--- src/rtl/rcv_bit_controller_if.sv ---
// Received-byte handshake between the serial receive controller and its consumer.
// The controller presents a byte with ready/error status; the consumer acknowledges it.
interface rcv_bit_controller_if #(
  parameter int DATA_BITS = 8
);

  logic [DATA_BITS-1:0] rx_data;
  logic                 data_ready;
  logic                 framing_error;
  logic                 overrun_error;
  logic                 data_read;

  modport master (
    output rx_data,
    output data_ready,
    output framing_error,
    output overrun_error,
    input  data_read
  );

  modport slave (
    input  rx_data,
    input  data_ready,
    input  framing_error,
    input  overrun_error,
    output data_read
  );

endinterface

--- src/rtl/rcv_bit_controller.sv ---
// Serial receive controller driving an external bit-period timer and bit counter.
// Synchronizes the line, detects the start bit, samples mid-bit, shifts data in
// LSB-first, checks the stop bit and presents the byte with framing/overrun status.
module rcv_bit_controller #(
  parameter int DATA_BITS  = 8,
  parameter int TIMER_BITS = 4,
  parameter int BIT_PERIOD = 10
) (
  input  logic                  clk,
  input  logic                  rst,
  input  logic                  serial_in,
  input  logic                  bit_tick,
  input  logic                  bits_done,
  output logic                  timer_clear,
  output logic                  timer_enable,
  output logic [TIMER_BITS-1:0] timer_rollover_val,
  output logic                  bitcnt_clear,
  output logic                  bitcnt_enable,
  rcv_bit_controller_if.master  rx
);

  localparam logic [TIMER_BITS-1:0] HALF_VAL = TIMER_BITS'(BIT_PERIOD / 2);
  localparam logic [TIMER_BITS-1:0] FULL_VAL = TIMER_BITS'(BIT_PERIOD);

  typedef enum logic [2:0] {
    S_IDLE  = 3'd0,
    S_START = 3'd1,
    S_DATA  = 3'd2,
    S_STOP  = 3'd3,
    S_LOAD  = 3'd4
  } state_t;

  state_t r_state;
  state_t w_next;

  logic r_sync1;
  logic r_sync2;
  logic r_prev;
  logic w_start_edge;

  logic [DATA_BITS-1:0] r_shift;
  logic                 r_stop_bit;
  logic [DATA_BITS-1:0] r_rx_data;
  logic                 r_data_ready;
  logic                 r_framing_error;
  logic                 r_overrun_error;

  logic                  w_timer_clear;
  logic                  w_timer_enable;
  logic [TIMER_BITS-1:0] w_rollover_val;
  logic                  w_bitcnt_clear;
  logic                  w_bitcnt_enable;

  // Two-flop synchronizer plus one history flop; all idle at line level 1.
  always_ff @(posedge clk) begin
    if (rst) begin
      r_sync1 <= 1'b1;
      r_sync2 <= 1'b1;
      r_prev  <= 1'b1;
    end else begin
      r_sync1 <= serial_in;
      r_sync2 <= r_sync1;
      r_prev  <= r_sync2;
    end
  end

  // Falling edge only: a line already low on entry to IDLE cannot start a frame.
  assign w_start_edge = r_prev & ~r_sync2;

  // State register.
  always_ff @(posedge clk) begin
    if (rst) begin
      r_state <= S_IDLE;
    end else begin
      r_state <= w_next;
    end
  end

  // Next-state logic and Moore counter controls (bitcnt_enable also gated by bit_tick).
  always_comb begin
    w_next          = r_state;
    w_timer_clear   = 1'b0;
    w_timer_enable  = 1'b0;
    w_rollover_val  = FULL_VAL;
    w_bitcnt_clear  = 1'b0;
    w_bitcnt_enable = 1'b0;
    unique case (r_state)
      S_IDLE: begin
        w_timer_clear  = 1'b1;
        w_bitcnt_clear = 1'b1;
        w_rollover_val = HALF_VAL;
        if (w_start_edge) begin
          w_next = S_START;
        end
      end
      S_START: begin
        w_timer_enable = 1'b1;
        w_rollover_val = HALF_VAL;
        // Timer is not cleared here: after the half-period rollover it restarts at 1,
        // which places every later tick in the middle of a bit.
        if (bit_tick) begin
          w_next = r_sync2 ? S_IDLE : S_DATA;
        end
      end
      S_DATA: begin
        w_timer_enable  = 1'b1;
        w_bitcnt_enable = bit_tick;
        if (bits_done) begin
          w_next = S_STOP;
        end
      end
      S_STOP: begin
        w_timer_enable = 1'b1;
        if (bit_tick) begin
          w_next = S_LOAD;
        end
      end
      S_LOAD: begin
        w_next = S_IDLE;
      end
      default: begin
        w_next = S_IDLE;
      end
    endcase
  end

  assign timer_clear        = w_timer_clear;
  assign timer_enable       = w_timer_enable;
  assign timer_rollover_val = w_rollover_val;
  assign bitcnt_clear       = w_bitcnt_clear;
  assign bitcnt_enable      = w_bitcnt_enable;

  // Data capture: shift on mid-bit ticks in DATA, latch the stop bit in STOP.
  always_ff @(posedge clk) begin
    if (rst) begin
      r_shift    <= '0;
      r_stop_bit <= 1'b1;
    end else begin
      if (r_state == S_DATA && bit_tick) begin
        r_shift <= {r_sync2, r_shift[DATA_BITS-1:1]};
      end
      if (r_state == S_STOP && bit_tick) begin
        r_stop_bit <= r_sync2;
      end
    end
  end

  // Output handshake: LOAD takes priority over a simultaneous data_read.
  always_ff @(posedge clk) begin
    if (rst) begin
      r_rx_data       <= '0;
      r_data_ready    <= 1'b0;
      r_framing_error <= 1'b0;
      r_overrun_error <= 1'b0;
    end else if (r_state == S_LOAD) begin
      r_rx_data       <= r_shift;
      r_data_ready    <= 1'b1;
      r_framing_error <= ~r_stop_bit;
      r_overrun_error <= r_data_ready & ~rx.data_read;
    end else if (rx.data_read) begin
      r_data_ready    <= 1'b0;
      r_overrun_error <= 1'b0;
    end
  end

  assign rx.rx_data       = r_rx_data;
  assign rx.data_ready    = r_data_ready;
  assign rx.framing_error = r_framing_error;
  assign rx.overrun_error = r_overrun_error;

endmodule

--- src/flat_wrapper.sv ---
// flat-port wrapper written by rule: the top's interface ports become plain ports
module rcv_bit_controller_flat 
#(
  parameter int DATA_BITS  = 8,
  parameter int TIMER_BITS = 4,
  parameter int BIT_PERIOD = 10
)
  (clk, rst, serial_in, bit_tick, bits_done, timer_clear, timer_enable, timer_rollover_val, bitcnt_clear, bitcnt_enable, rx_rx_data, rx_data_ready, rx_framing_error, rx_overrun_error, rx_data_read);
  rcv_bit_controller_if #(.DATA_BITS(DATA_BITS)) rx_i ();
  input  logic clk;
  input  logic rst;
  input  logic serial_in;
  input  logic bit_tick;
  input  logic bits_done;
  output logic timer_clear;
  output logic timer_enable;
  output logic [TIMER_BITS-1:0] timer_rollover_val;
  output logic bitcnt_clear;
  output logic bitcnt_enable;
  output wire logic [$bits(rx_i.rx_data)-1:0] rx_rx_data;
  output wire logic [$bits(rx_i.data_ready)-1:0] rx_data_ready;
  output wire logic [$bits(rx_i.framing_error)-1:0] rx_framing_error;
  output wire logic [$bits(rx_i.overrun_error)-1:0] rx_overrun_error;
  input wire logic [$bits(rx_i.data_read)-1:0] rx_data_read;
  assign rx_rx_data = rx_i.rx_data;
  assign rx_data_ready = rx_i.data_ready;
  assign rx_framing_error = rx_i.framing_error;
  assign rx_overrun_error = rx_i.overrun_error;
  assign rx_i.data_read = rx_data_read;
  rcv_bit_controller #(.DATA_BITS(DATA_BITS), .TIMER_BITS(TIMER_BITS), .BIT_PERIOD(BIT_PERIOD)) u_core (.clk(clk), .rst(rst), .serial_in(serial_in), .bit_tick(bit_tick), .bits_done(bits_done), .timer_clear(timer_clear), .timer_enable(timer_enable), .timer_rollover_val(timer_rollover_val), .bitcnt_clear(bitcnt_clear), .bitcnt_enable(bitcnt_enable), .rx(rx_i));
endmodule
--- config.mk ---
export PLATFORM = sky130hd
export DESIGN_NAME = rcv_bit_controller_flat
export DESIGN_NICKNAME = d
export VERILOG_FILES = /design/src/rtl/rcv_bit_controller_if.sv /design/src/rtl/rcv_bit_controller.sv /design/src/flat_wrapper.sv
export SDC_FILE = /design/constraint.sdc
export NUM_CORES = 1
export LEC_CHECK = 0
export CAP_MARGIN = 10
export CORE_UTILIZATION = 25
export DETAILED_ROUTE_END_ITERATION = 7
export HOLD_SLACK_MARGIN = 0.06
export PLACE_DENSITY_LB_ADDON = 0.3
export SYNTH_ARGS = -nofsm -noshare
export SYNTH_HDL_FRONTEND = slang
export SYNTH_SLANG_ARGS = --single-unit
--- constraint.sdc ---
create_clock -name clk -period 2.84 [get_ports clk]
set_input_delay 0.284 -clock clk [delete_from_list [all_inputs] [get_ports clk]]
set_output_delay 0.284 -clock clk [all_outputs]
set_load 0.01 [all_outputs]
==> flow_summary_export.csv <==
group,metric,value,unit
drt,wl_met2,852,µm
sta,tightest_slew,0.918,ns
synth,ys_dominant_reg_cell,"dfxtp_1",
clocking,clock-sinks,26,
drt,drt-initial-drc-count,48,
worst_setup_path,required,2.56,ns
sta,fmax,476,MHz
global_route,grt_pass1_wl,3190,µm
floorplan,dieArea,0.00440,mm²
clocking,cts_tree,"built",
synth,synth_commonest_cells,"26 x dfxtp_1, 25 x nor2_1, 19 x mux2i_1, 5 x buf_4, 4 x inv_1",
drt,drc,0,
finish,drive_above_1_share,9.76,%
hold_path,holdCritPathClass,"flop to flop",
sta,report.final.hold_viol_count,0,
drt,routed.top_layer,"met4",
finish,fin_area,0.00136,mm²
sta,setup_viol,0,
global_route,gr-total-overflow,0,
drt,via_count,714,
power,leakage,0.000489,µW
clocking,root_buffer,"clkbuf_8",
run_status,status,"finished clean",
worst_setup_path,cp-start-kind,"primary input",
hold_path,worstHoldStart,"u_core.r_sync1$_SDFF_PP1_",
drt,met1_length,921,µm
global_route,grt_pass1_vias,733,
drt,vias_per_cell,4.13,
synth,synth_edf_count,0,
synth,avgSynthCellArea,9.94,µm²
floorplan,fp.dieW,66.3,µm
place,port_buffers,24,
finish,nets,130,
place,dp_hpwl,1260,µm
clocking,clk_pin_slew,0.09,ns
synth,async_reset_ff_share,0,%
power,finalPower,717,µW
synth,netlist_area,0.00103,mm²
floorplan,floorplan.initialDensity,26.0,%
power,power.density,527,mW/mm²
clocking,clockBufferDepth,2,
synth,ys_seq_elements,26,
floorplan,rows,23,
synth,synth_top_area_share,50.4,%
hold_path,whs_path_depth,1,
synth,syn_inst,104,
drt,ant_nets,0,
clocking,worstSkewPairLatency,0.27,ns
worst_setup_path,rr_worst_depth,4,
run,maxCapViolations,0,
finish,multi_input_area,434,µm²
global_route,grt_max_degree,28,
place,gp_congestion,0.628,
sta,whs,0.420,ns
drt,wl,1860,µm
drt,dr_wl_met3,75,µm
synth,yosys.area.top_type,"dfxtp_1",
sta,drv_slew,0,
finish,antenna_cells,0,
sta,period_needed,2.10,ns
clocking,ctsResizeCount,0,
sta,maxSlewHeadroom,38.6,%
clocking,cts_hold_buf,0,
synth,synth_most_common_cell,"dfxtp_1",
synth,yosysWarningCount,0,
finish,syn_to_final_growth,31.5,%
floorplan,core_area,0.00397,mm²
drt,drtPass1Iterations,4,
finish,fillerInstances,407,
clocking,cts_max_level,1,
synth,synth.net_count,110,
power,vdd_drop_max,0.000166,V
finish,register_area,520,µm²
sta,fin_crit_sh,73.9,%
global_route,global_route.usage.total,9.61,%
sta,totalNegativeSetupSlack,0,ns
sta,rsz0062_at_grt,"false",
worst_setup_path,path_max_fanout,3,
floorplan,ioPinCount,25,
worst_setup_path,path_class,"primary input to output pin",
floorplan,die_h,66.3,µm
synth,seq_area_frac_synth,50.4,%
clocking,numCtsBuffers,3,
global_route,antenna_found_initial,0,
worst_setup_path,arrival,1.82,ns
worst_setup_path,critPathLaunch,"bit_tick",
worst_setup_path,cp-end-kind,"output pin",
worst_setup_path,r2r-start,"u_core.r_state[1]$_SDFFE_PP0P_",
synth,synth.distinct_cells,24,
place,placed_area,0.00129,mm²
finish,post-route-util,34.2,%
synth,synth_area_leaders,"dfxtp_1 50%, mux2i_1 18%, nor2_1 9.1%",
drt,detail_route.wl_per_cell,10.7,µm
clocking,post_cts_buffers,0,
sta,skew,0.00117,ns
[metrics by stage]
step / setup WS (ns) / cells
5_1_grt: 0.603 / 173
3_5_place_dp: 0.754 / 169
4_1_cts: 0.718 / 173
3_3_place_gp: 0.731 / 169
2_1_floorplan: 1.37 / 104
6_report: 0.741 / 173
[flip-flops by register name (all words and copies together), names as in the netlist]
register                 flops
u_core.rx.overrun_error      1
u_core.rx.framing_error      1
u_core.rx.data_ready         1
u_core.r_state               3
u_core.r_sync1               1
u_core.r_prev                1
u_core.r_sync2               1
u_core.r_stop_bit            1
u_core.rx.rx_data            8
u_core.r_shift               8
[critical path, stage by stage]
cell             delay [ns]
clkdlybuf4s50_1        0.50
nor4bb_2               0.42
clkdlybuf4s50_1        0.61
[area by class of cell]
type	instances	area share [%]
sequential	26	38.3
clock buffer	3	3.04
tap	50	4.60
clock inverter	1	2.21
timing repair buffer	26	18.8
multi-input combinational	63	32.0
inverter	4	1.10
[cell families after synthesis]
family	count (synthesis)	share of synthesized area [%]
mux	19	18.4
compound gates	7	4.96
simple gates	37	18.0
buf+inv	15	8.23
flops	26	50.4
[report_power, final]
group	switching, µW	internal (µW)
Clock	116	189
Sequential	5.22	367
Combinational	16.8	22.9
[cells in the final DEF, fill, tap and decap left out]
| master | n |
|---|---|
| a211o_1 | 2 |
| a211oi_1 | 1 |
| a21boi_1 | 1 |
| a21oi_1 | 1 |
| a21oi_2 | 1 |
| buf_4 | 2 |
| bufinv_16 | 1 |
| clkbuf_8 | 3 |
| clkdlybuf4s50_1 | 24 |
| dfxtp_1 | 26 |
| inv_1 | 4 |
| mux2i_1 | 19 |
| nand2b_1 | 1 |
| nand4b_1 | 1 |
| nor2_1 | 25 |
| nor2b_1 | 1 |
| nor3_1 | 1 |
| nor3b_1 | 1 |
| nor3b_2 | 1 |
| nor4bb_2 | 1 |
| o21ai_0 | 1 |
| or2_2 | 3 |
| or3b_1 | 2 |
[metal layers]
metal  GRT usage [%]  vias up
li1                -      376
met1            11.4      318
met2            15.9       18
met3            1.90        2
met4            5.59        0
met5               0        -
[final timing paths]
kind                                    end  slack [ns]
min               u_core.r_sync2$_SDFF_PP1_        0.42
min reg2reg       u_core.r_sync2$_SDFF_PP1_        0.42
max reg2reg  u_core.r_shift[7]$_SDFFE_PP0P_        1.26
max                           bitcnt_enable        0.74
No activity file was read; power rests on OpenSTA's default activity.
